===== src/rtl/sid_envelope_regs_pkg.sv =====
// Shared SID types and envelope register-map constants used by the envelope
// register front end and its decoder.
package sid;

  typedef logic [3:0] cycle_t;
  typedef logic [7:0] reg8_t;
  typedef logic [3:0] reg4_t;

  typedef struct packed {
    logic  gate;
    reg4_t attack;
    reg4_t decay;
    reg4_t sustain;
    reg4_t release_;
  } envelope_reg_t;

  localparam int ENV_OFS_CTRL    = 4;
  localparam int ENV_OFS_AD      = 5;
  localparam int ENV_OFS_SR      = 6;
  localparam int ENV_FIRST_CYCLE = 6;

endpackage


===== src/rtl/sid_envelope_regs_if.sv =====
// CPU write bus into the envelope register store: strobe, chip select,
// SID register address and data.
interface sid_envelope_regs_if;
  import sid::*;

  logic       we;
  logic       cs;
  logic [4:0] addr;
  reg8_t      data;

  modport master (output we, cs, addr, data);
  modport slave  (input  we, cs, addr, data);

endinterface


===== src/rtl/sid_envelope_regs_decode.sv =====
// Combinational decode of chip select and SID address into a voice index
// and per-field write enables for the envelope registers.
module sid_envelope_decode
  import sid::*;
(
  input  logic       i_cs,
  input  logic [4:0] i_addr,
  output logic [2:0] o_voice,
  output logic       o_ctrlEn,
  output logic       o_adEn,
  output logic       o_srEn
);

  logic [1:0] w_group;
  logic [4:0] w_offset;
  logic       w_valid;

  // Each voice owns 7 consecutive addresses; 0x15 and above map to no voice.
  always_comb begin
    w_group  = 2'd0;
    w_offset = i_addr;
    w_valid  = 1'b1;
    if (i_addr < 5'd7) begin
      w_group  = 2'd0;
      w_offset = i_addr;
    end else if (i_addr < 5'd14) begin
      w_group  = 2'd1;
      w_offset = i_addr - 5'd7;
    end else if (i_addr < 5'd21) begin
      w_group  = 2'd2;
      w_offset = i_addr - 5'd14;
    end else begin
      w_valid  = 1'b0;
    end
    o_voice  = i_cs ? (3'(w_group) + 3'd3) : 3'(w_group);
    o_ctrlEn = w_valid && (w_offset == 5'(ENV_OFS_CTRL));
    o_adEn   = w_valid && (w_offset == 5'(ENV_OFS_AD));
    o_srEn   = w_valid && (w_offset == 5'(ENV_OFS_SR));
  end

endmodule


===== src/rtl/sid_envelope_regs.sv =====
// Double-buffered envelope register store for both SID chips, one voice per
// pipeline slot. ENV3 capture is present only when ENV3_READBACK_EN is defined.
module sid_envelope_regs
  import sid::*;
#(
  parameter int VOICES       = 6,
  parameter int COMMIT_CYCLE = 4
) (
  input  logic                clk,
  input  logic                res_n,
  input  cycle_t              cycle,
  sid_envelope_regs_if.slave  bus,
  input  reg8_t               env,
  output envelope_reg_t       ereg,
  output reg8_t [1:0]         env3
);

  localparam cycle_t SLOT_LOAD_FIRST = cycle_t'(ENV_FIRST_CYCLE - 1);
  localparam cycle_t SLOT_LOAD_LAST  = cycle_t'(ENV_FIRST_CYCLE + VOICES - 2);

  logic [2:0]    w_voice;
  logic          w_ctrlEn;
  logic          w_adEn;
  logic          w_srEn;
  logic          w_commit;
  logic          w_slotLoad;
  logic [2:0]    w_slotIdx;
  envelope_reg_t w_shadowNext [VOICES];
  envelope_reg_t r_shadow     [VOICES];
  envelope_reg_t r_live       [VOICES];
  envelope_reg_t r_ereg;

  sid_envelope_decode u_decode (
    .i_cs     (bus.cs),
    .i_addr   (bus.addr),
    .o_voice  (w_voice),
    .o_ctrlEn (w_ctrlEn),
    .o_adEn   (w_adEn),
    .o_srEn   (w_srEn)
  );

  assign w_commit   = (cycle == cycle_t'(COMMIT_CYCLE));
  assign w_slotLoad = (cycle >= SLOT_LOAD_FIRST) && (cycle <= SLOT_LOAD_LAST);
  assign w_slotIdx  = 3'(cycle - SLOT_LOAD_FIRST);

  // The commit loads from the merged next-shadow so a write on the commit
  // edge lands in this SID cycle rather than the next.
  always_comb begin
    for (int v = 0; v < VOICES; v++) begin
      w_shadowNext[v] = r_shadow[v];
      if (bus.we && (w_voice == 3'(v))) begin
        if (w_ctrlEn) w_shadowNext[v].gate = bus.data[0];
        if (w_adEn) begin
          w_shadowNext[v].attack = bus.data[7:4];
          w_shadowNext[v].decay  = bus.data[3:0];
        end
        if (w_srEn) begin
          w_shadowNext[v].sustain  = bus.data[7:4];
          w_shadowNext[v].release_ = bus.data[3:0];
        end
      end
    end
  end

  always_ff @(posedge clk or negedge res_n) begin
    if (!res_n) begin
      for (int v = 0; v < VOICES; v++) begin
        r_shadow[v] <= '0;
        r_live[v]   <= '0;
      end
      r_ereg <= '0;
    end else begin
      for (int v = 0; v < VOICES; v++) begin
        r_shadow[v] <= w_shadowNext[v];
        if (w_commit) r_live[v] <= w_shadowNext[v];
      end
      if (w_slotLoad) r_ereg <= r_live[w_slotIdx];
    end
  end

  assign ereg = r_ereg;

`ifdef ENV3_READBACK_EN
  localparam cycle_t ENV3_CHIP0_CYCLE = cycle_t'(ENV_FIRST_CYCLE + 2);
  localparam cycle_t ENV3_CHIP1_CYCLE = cycle_t'(ENV_FIRST_CYCLE + 5);

  reg8_t [1:0] r_env3;

  // Voice 3 of each chip sits in slots 2 and 5 of the envelope pipeline.
  always_ff @(posedge clk or negedge res_n) begin
    if (!res_n) begin
      r_env3 <= '0;
    end else begin
      if (cycle == ENV3_CHIP0_CYCLE) r_env3[0] <= env;
      if (cycle == ENV3_CHIP1_CYCLE) r_env3[1] <= env;
    end
  end

  assign env3 = r_env3;
`else
  logic w_unusedEnv;

  assign w_unusedEnv = ^env;
  assign env3        = '0;
`endif

endmodule


===== src/flat_wrapper.sv =====
// flat-port wrapper written by rule: the top's interface ports become plain ports
module sid_envelope_regs_flat import sid::*;
#(
  parameter int VOICES       = 6,
  parameter int COMMIT_CYCLE = 4
)
  (clk, res_n, cycle, env, ereg, env3, bus_we, bus_cs, bus_addr, bus_data);
  sid_envelope_regs_if bus_i ();
  input  logic clk;
  input  logic res_n;
  input  cycle_t cycle;
  input  reg8_t env;
  output envelope_reg_t ereg;
  output reg8_t [1:0] env3;
  input wire logic [$bits(bus_i.we)-1:0] bus_we;
  input wire logic [$bits(bus_i.cs)-1:0] bus_cs;
  input wire logic [$bits(bus_i.addr)-1:0] bus_addr;
  input wire logic [$bits(bus_i.data)-1:0] bus_data;
  assign bus_i.we = bus_we;
  assign bus_i.cs = bus_cs;
  assign bus_i.addr = bus_addr;
  assign bus_i.data = bus_data;
  sid_envelope_regs #(.VOICES(VOICES), .COMMIT_CYCLE(COMMIT_CYCLE)) u_core (.clk(clk), .res_n(res_n), .cycle(cycle), .bus(bus_i), .env(env), .ereg(ereg), .env3(env3));
endmodule

===== config.mk =====
export PLATFORM = sky130hd
export DESIGN_NAME = sid_envelope_regs_flat
export DESIGN_NICKNAME = d
export VERILOG_FILES = /design/src/rtl/sid_envelope_regs_pkg.sv /design/src/rtl/sid_envelope_regs_if.sv /design/src/rtl/sid_envelope_regs_decode.sv /design/src/rtl/sid_envelope_regs.sv /design/src/flat_wrapper.sv
export SDC_FILE = /design/constraint.sdc
export NUM_CORES = 1
export LEC_CHECK = 0
export ABC_AREA = 1
export BUFFER_PORTS_ARGS = -buffer_cell sky130_fd_sc_hd__buf_2
export CORE_MARGIN = 2
export CORE_UTILIZATION = 45
export CTS_CLUSTER_SIZE = 10
export DETAILED_ROUTE_END_ITERATION = 8
export GPL_TIMING_DRIVEN = 0
export PLACE_DENSITY = 0.7
export SYNTH_ARGS = -nofsm -noshare
export SYNTH_HDL_FRONTEND = slang
export SYNTH_HIERARCHICAL = 1
export SYNTH_SLANG_ARGS = --single-unit

===== constraint.sdc =====
create_clock -name clk -period 0.99 [get_ports clk]
set_input_delay 0.198 -clock clk [delete_from_list [all_inputs] [get_ports clk]]
set_output_delay 0.198 -clock clk [all_outputs]
set_load 0.02 [all_outputs]

==> run_results.csv, run 1 <==
group,metric,value,unit
clock_network,cts_buffers,26,
synthesis,synthCells,1441,
clock_network,cts-root-buf,"clkbuf_16",
synthesis,synthTopCellsByCount,"506 x nand2_1, 221 x dfrtp_1, 204 x inv_1",
synthesis,synth_top_family_by_area,"simple AND/OR/NAND/NOR gates",
die,num_io_pins,62,
global_route,antenna_found_initial,2,
critical_path,crit_slowest_cell,"o21ai_1",
synthesis,syn-mean-instance-area,7.43,µm²
synthesis,synth.most_common_cell,"nand2_1",
die,start_util,45.7,%
critical_path,path_class,"in2reg",
timing,whs,-0.417,ns
place,placed_cell_area,11800,µm²
timing,worst_slew_pin_slew,0.680,ns
critical_path,crit_path_frequent_cell,"nand2_2",
route,vias,10900,
timing,finalSetupTns,-135.49,ns
layout,area.growth.synth_to_final,52.6,%
clock_network,cts_tree,"yes",
timing,relSlewSlack,54.7,%
status,violations,"negative hold slack, negative setup slack",
route,drc,0,
clock_network,clk_path_buf_depth,3,
clock_network,h-tree-depth,1,
timing,skew,0.0124,ns
synthesis,ys.flop_type,"dfrtp_1",
place,gp_congestion,0.896,
critical_path,crit_fanout,8,
layout,nets,1669,
timing,slew_violations,0,
die,rows,56,
hold_path,hold_path.class,"in2async",
synthesis,synthAdderAreaFrac,0.818,%
die,core_area,23400,µm²
synthesis,yosysWarnings,6,
die,die_w,158,µm
critical_path,path_cells,"buf_8, ha_4, nor2_4, nand2_2, nand2_4, nand2_2, ha_4, nor2_1, inv_1, nand2_2, nor2_4, buf_12, buf_16, o21ai_2, nand2_1, o21ai_1",
route,first_pass_iters,6,
synthesis,synth_area_leader_cell,"dfrtp_1",
synthesis,netlist_area,10700,µm²
timing,rsz0062_at_grt,"true",
place,dp_hpwl,22000,µm
synthesis,synth_seq_cells,221,
global_route,grt_pass1_wl,59900,µm
power,powerDensity,2060,nW/µm²
synthesis,synthSimpleGateAreaFrac,24.0,%
synthesis,yosysSeqAreaShare,51.7,%
global_route,grt_max_degree,92,
timing,final_hold_viol_count,63,
layout,final_layout_size_suffix_gt1_share,41.2,%
timing,worst_slack,-0.909,ns
die,die-area,25000,µm²
power,ir_drop,1320,µV
power,power_leakage,8.01,nW
job,cap_violations,0,
synthesis,synth_area_leaders,"dfrtp_1 52%, nand2_1 18%, o21ai_0 8.2%",
synthesis,synthArstFlopShare,100,%
route,postRouteAntennaNets,0,
global_route,grt_remaining_overflow,0,
synthesis,synth.area.mux_share,0,%
route,drt-wirelength-per-cell,21.9,µm
layout,fin_area,16300,µm²
place,io_buffer_count,37,
critical_path,cp-start-kind,"input port",
global_route,grt_use_total,31.8,%
layout,final_util,69.8,%
critical_path,required,1.39,ns
route,dr.first_iter.drc_count,1149,
timing,fmax,0.527,GHz
synthesis,synth.distinct_cells,23,
status,outcome,"complete, but fails checks",
global_route,grt_pass1_vias,10900,
critical_path,cp_slowest_stage_delay,0.26,ns
timing,fin_crit_sh,192,%
clock_network,path_clk_slew,0.06,ns
critical_path,cp.arrival,2.30,ns
synthesis,synth_compound_gate_area_share,12.2,%
clock_network,cts.sinks,221,
synthesis,synth_xor_xnor_area_share,0.0818,%
timing,setup_viol,238,
timing,finalCriticalPeriod,1.90,ns
critical_path,cp-end-kind,"flop",
route,via_per_inst,5.58,
synthesis,netlist.area_leader.share,51.7,%
die,die_h,158,µm
route,wirelength,43000,µm
synthesis,synth_edf_count,0,
power,p_total,0.0337,W
clock_network,clk_latency,0.55,ns
[power by group]
| part | leakage, nW | switching, W | internal (W) | total (W) |
|---|---|---|---|---|
| logic | 4.90 | 0.00723 | 0.00487 | 0.0121 |
| clock network | 0.358 | 0.00369 | 0.00514 | 0.00882 |
| registers | 2.76 | 0.00123 | 0.0115 | 0.0127 |
| total | 8.01 | 0.0122 | 0.0215 | 0.0337 |
[critical path: cells and delay by family]
kind	cells	cell delay [ns]
compound gates	2	0.41
fa+ha+maj	2	0.34
buf+inv	4	0.56
simple gates	8	0.77
[kinds of logic after synthesis]
logic type	count (synthesis)
simple gates	657
buf+inv	294
compound gates	260
flops	221
fa+ha+maj	7
xor+xnor	1
other cells	1
[cell type report]
cell class	count	area, µm²
flip-flops and latches	221	5530
inverters	211	865
clock inverters	1	30.0
plain buffers	81	890
diodes	4	10.0
multi-input cells	941	6220
repair buffers	151	1690
well taps	319	399
fillers	1567	7070
clock buffers	31	701
[placed cells by master (no fill, tap or decap), types with 17 or more instances in the layout]
cell         n
nor2_4      17
o21ai_2    128
o21ai_4     26
buf_12      22
nand2_2     77
dfrtp_1    221
a21oi_2     23
buf_6       41
buf_8       23
nor2_1      60
nand2_4     48
a21oi_1     25
clkbuf_1    17
o21ai_1     46
nand3_4     17
buf_4       79
clkbuf_16   36
buf_2       22
nor2_2      24
nand2_1    371
inv_1      183
[per-layer routing]
metal,part of all wire [%],GRT usage (%),vias to the layer above
met2,47,51.0,637
met3,11,8.71,216
met1,34,37.2,5294
met4,7.9,21.7,0
met5,0,0,-
li1,-,-,4789
[metrics by stage]
stage,worst slack (ns),hold WS (ns),std cells
floorplan,-0.947,-0.0976,1456
global placement,-4.19,0.462,1812
detailed placement,-1.86,0.158,1814
CTS,-0.655,-0.400,1929
global route,-0.962,-0.383,1956
finish,-0.909,-0.417,1960
[final timing paths]
path | slack (ns) | depth (start not counted) | startpoint | end
setup / recovery | -0.91 | 16 | bus_addr[1] | u_core/r_live[81]$_DFFE_PN0N_
hold / removal | -0.42 | 1 | res_n | u_core/r_shadow[80]$_DFF_PN0_
setup reg to reg | -0.19 | 6 | u_core/r_shadow[83]$_DFF_PN0_ | u_core/r_live[83]$_DFFE_PN0N_
hold reg to reg | 0.47 | 2 | u_core/r_live[20]$_DFFE_PN0N_ | u_core/r_live[20]$_DFFE_PN0N_
max in group asynchronous | 0.58 | 2 | res_n | u_core/r_live[4]$_DFFE_PN0N_
min in group clk | 0.16 | 5 | cycle[2] | u_core/ereg[11]$_DFFE_PN0P_
[state kept, by name (all words and copies together) (netlist names)]
register	count
u_core/r_live	102
u_core/r_shadow	102
u_core/ereg	17
[what timing repair did]
action | in CTS | in global routing
endpoints found under the setup margin | 238 | 238
gates resized for setup | 587 | 232
pin swaps | 94 | 59
buffers inserted | 64 | 31
hold endpoints to repair | 51 | 51
cloned | 20 | 1
No activity file was read; power rests on OpenSTA's default activity.
==> inputs of run 2 (changes only) <==
--- a/config.mk
+++ b/config.mk
@@ -13,6 +13,7 @@
 export DETAILED_ROUTE_END_ITERATION = 8
 export GPL_TIMING_DRIVEN = 0
 export PLACE_DENSITY = 0.7
+export SKIP_CTS_REPAIR_TIMING = 1
 export SYNTH_ARGS = -nofsm -noshare
 export SYNTH_HDL_FRONTEND = slang
 export SYNTH_HIERARCHICAL = 1
==> run 2 against run 1 <==
Effect of this change:
- count of clock-buffer cells in the layout did not move
- sequential share of layout area up 4.3 points
- critical endpoint is now u_core/r_live[15]$_DFFE_PN0N_
- global-route usage is 6.2 points lower
- worst setup slack improved by 0.18 ns
- cell count down 3.1%
- sequential power about the same
- design area is 11% lower
- non-clock buffer count decreased by 57
- the run still ends with negative hold slack, negative setup slack left
- fmax rose by 10%
==> run_results.csv, run 2 (synthesis results as in run 1) <==
group,metric,value,unit
timing,worst_slew_pin_slew,0.652,ns
layout,fin_cells,1899,
die,die_h,158,µm
timing,finalSetupTns,-129.66,ns
critical_path,required,1.41,ns
layout,fillers,1926,
route,first_pass_iters,5,
layout,final_layout_size_suffix_gt1_share,28.5,%
critical_path,startpoint,"bus_addr[1]",
clock_network,cts-root-buf,"clkbuf_16",
timing,setup_viol,238,
global_route,grt_pass1_wl,48900,µm
place,pre_cts_slack,-1.86,ns
clock_network,h-tree-depth,1,
route,drc,0,
die,die_w,158,µm
clock_network,clk_latency,0.54,ns
die,num_io_pins,62,
critical_path,cp-start-kind,"input port",
layout,nets,1612,
layout,final_common_cell,"nand2_1",
timing,worst_slack,-0.733,ns
clock_network,cts.sinks,221,
timing,rsz0062_at_grt,"true",
timing,whs,-0.416,ns
global_route,grt_max_degree,92,
route,vias,9973,
place,dp_hpwl,22000,µm
die,die-area,25000,µm²
power,powerDensity,2100,nW/µm²
global_route,grt_use_total,25.5,%
timing,fmax,0.580,GHz
clock_network,path_clk_slew,0.05,ns
route,wirelength,35100,µm
global_route,grt_remaining_overflow,0,
route,via_per_inst,5.25,
layout,fin_area,14500,µm²
timing,finalCriticalPeriod,1.72,ns
critical_path,r2r-start,"u_core/r_live[0]$_DFFE_PN0N_",
power,ir_drop,1490,µV
hold_path,hold_path.class,"in2async",
global_route,grt_pass1_vias,8912,
timing,slew_violations,0,
critical_path,crit_fanout,10,
critical_path,path_class,"in2reg",
route,dr.first_iter.drc_count,944,
die,rows,56,
place,dpl.cell_count,1814,
job,cap_violations,0,
route,drt-wirelength-per-cell,18.5,µm
timing,relSlewSlack,56.5,%
timing,fin_crit_sh,174,%
status,violations,"negative hold slack, negative setup slack",
die,core_area,23400,µm²
timing,skew,0.0124,ns
critical_path,cp-end-kind,"flop",
route,postRouteAntennaNets,0,
clock_network,cts_buffers,26,
power,power_leakage,7.29,nW
die,start_util,45.7,%
clock_network,cts_tree,"yes",
layout,final_cell_mix,"419 x nand2_1, 221 x dfrtp_1, 184 x inv_1, 88 x nor2_1, 83 x o21ai_2",
critical_path,cp.arrival,2.14,ns
layout,area.growth.synth_to_final,35.3,%
place,io_buffer_count,37,
status,outcome,"complete, but fails checks",
place,gp_congestion,0.896,
place,placed_cell_area,11800,µm²
global_route,antenna_found_initial,1,
layout,diodes,0,
timing,final_hold_viol_count,62,
clock_network,clk_path_buf_depth,3,
## run 2: cell count changes in the layout (fill, tap and decap cells not counted), moves of 24 or more
cell	before	now
nand2_1	371	419
o21ai_0	7	52
o21ai_2	128	83
buf_4	79	50
nand3_1	9	37
nor2_1	60	88
buf_6	41	16
nand2_4	48	24
## run 2: final cells by class
type                            count  area, µm²  share of cell area (%)
Sequential cell                   221       5530                    38.2
Multi-Input combinational cell    941       5330                    36.8
Tap cell                          319        399                    2.76
Timing Repair Buffer               92        886                    6.12
Inverter                          211        833                    5.75
Clock inverter                      1       30.0                   0.207
Clock buffer                       31        701                    4.84
Buffer                             83        773                    5.34
## run 2: worst max-delay path, stage by stage
cell and delay [ns]:
buf_12 0.11, inv_2 0.05, ha_2 0.26, inv_1 0.07
nand4_1 0.07, nand2_1 0.07, nand2_1 0.06, nand3_2 0.11
nand2_2 0.08, nor2_4 0.13, buf_12 0.15, clkinvlp_4 0.16
buf_6 0.20, a21oi_1 0.17, o21ai_1 0.10, nand2_1 0.08
nand2_1 0.05
## run 2: final timing paths
path                                                       to  slack, ns  cells past startpoint
worst max-delay path            u_core/r_live[15]$_DFFE_PN0N_      -0.73                     17
worst min-delay path            u_core/r_shadow[78]$_DFF_PN0_      -0.42                      1
worst max register to register     u_core/ereg[0]$_DFFE_PN0P_      -0.18                      6
worst min register to register  u_core/r_live[60]$_DFFE_PN0N_       0.47                      2
max in group asynchronous       u_core/r_live[17]$_DFFE_PN0N_       0.55                      2
min in group clk                u_core/r_shadow[63]$_DFF_PN0_       0.17                      5
## run 2: metal layers
layer,track usage (%),vias to the layer above,part of all wire [%]
met5,0,-,0
met4,9.61,0,5.4
met3,4.43,119,8.2
met2,40.3,429,47
met1,35.4,4754,40
li1,-,4671,-
## run 2: stage by stage
stage	utilization (%)	power, W
after global placement	50.1	0.0189
after floorplan	-	0.0172
after detailed placement	50.4	0.0192
after global routing	61.9	0.0320
final	61.9	0.0304
after CTS	53.5	0.0279
## run 2: power breakdown
group          leakage (nW)  switching [W]  internal (W)
clock                 0.358        0.00354       0.00513
sequential             2.76        0.00105        0.0115
combinational          4.18        0.00564       0.00356
total                  7.29         0.0102        0.0202
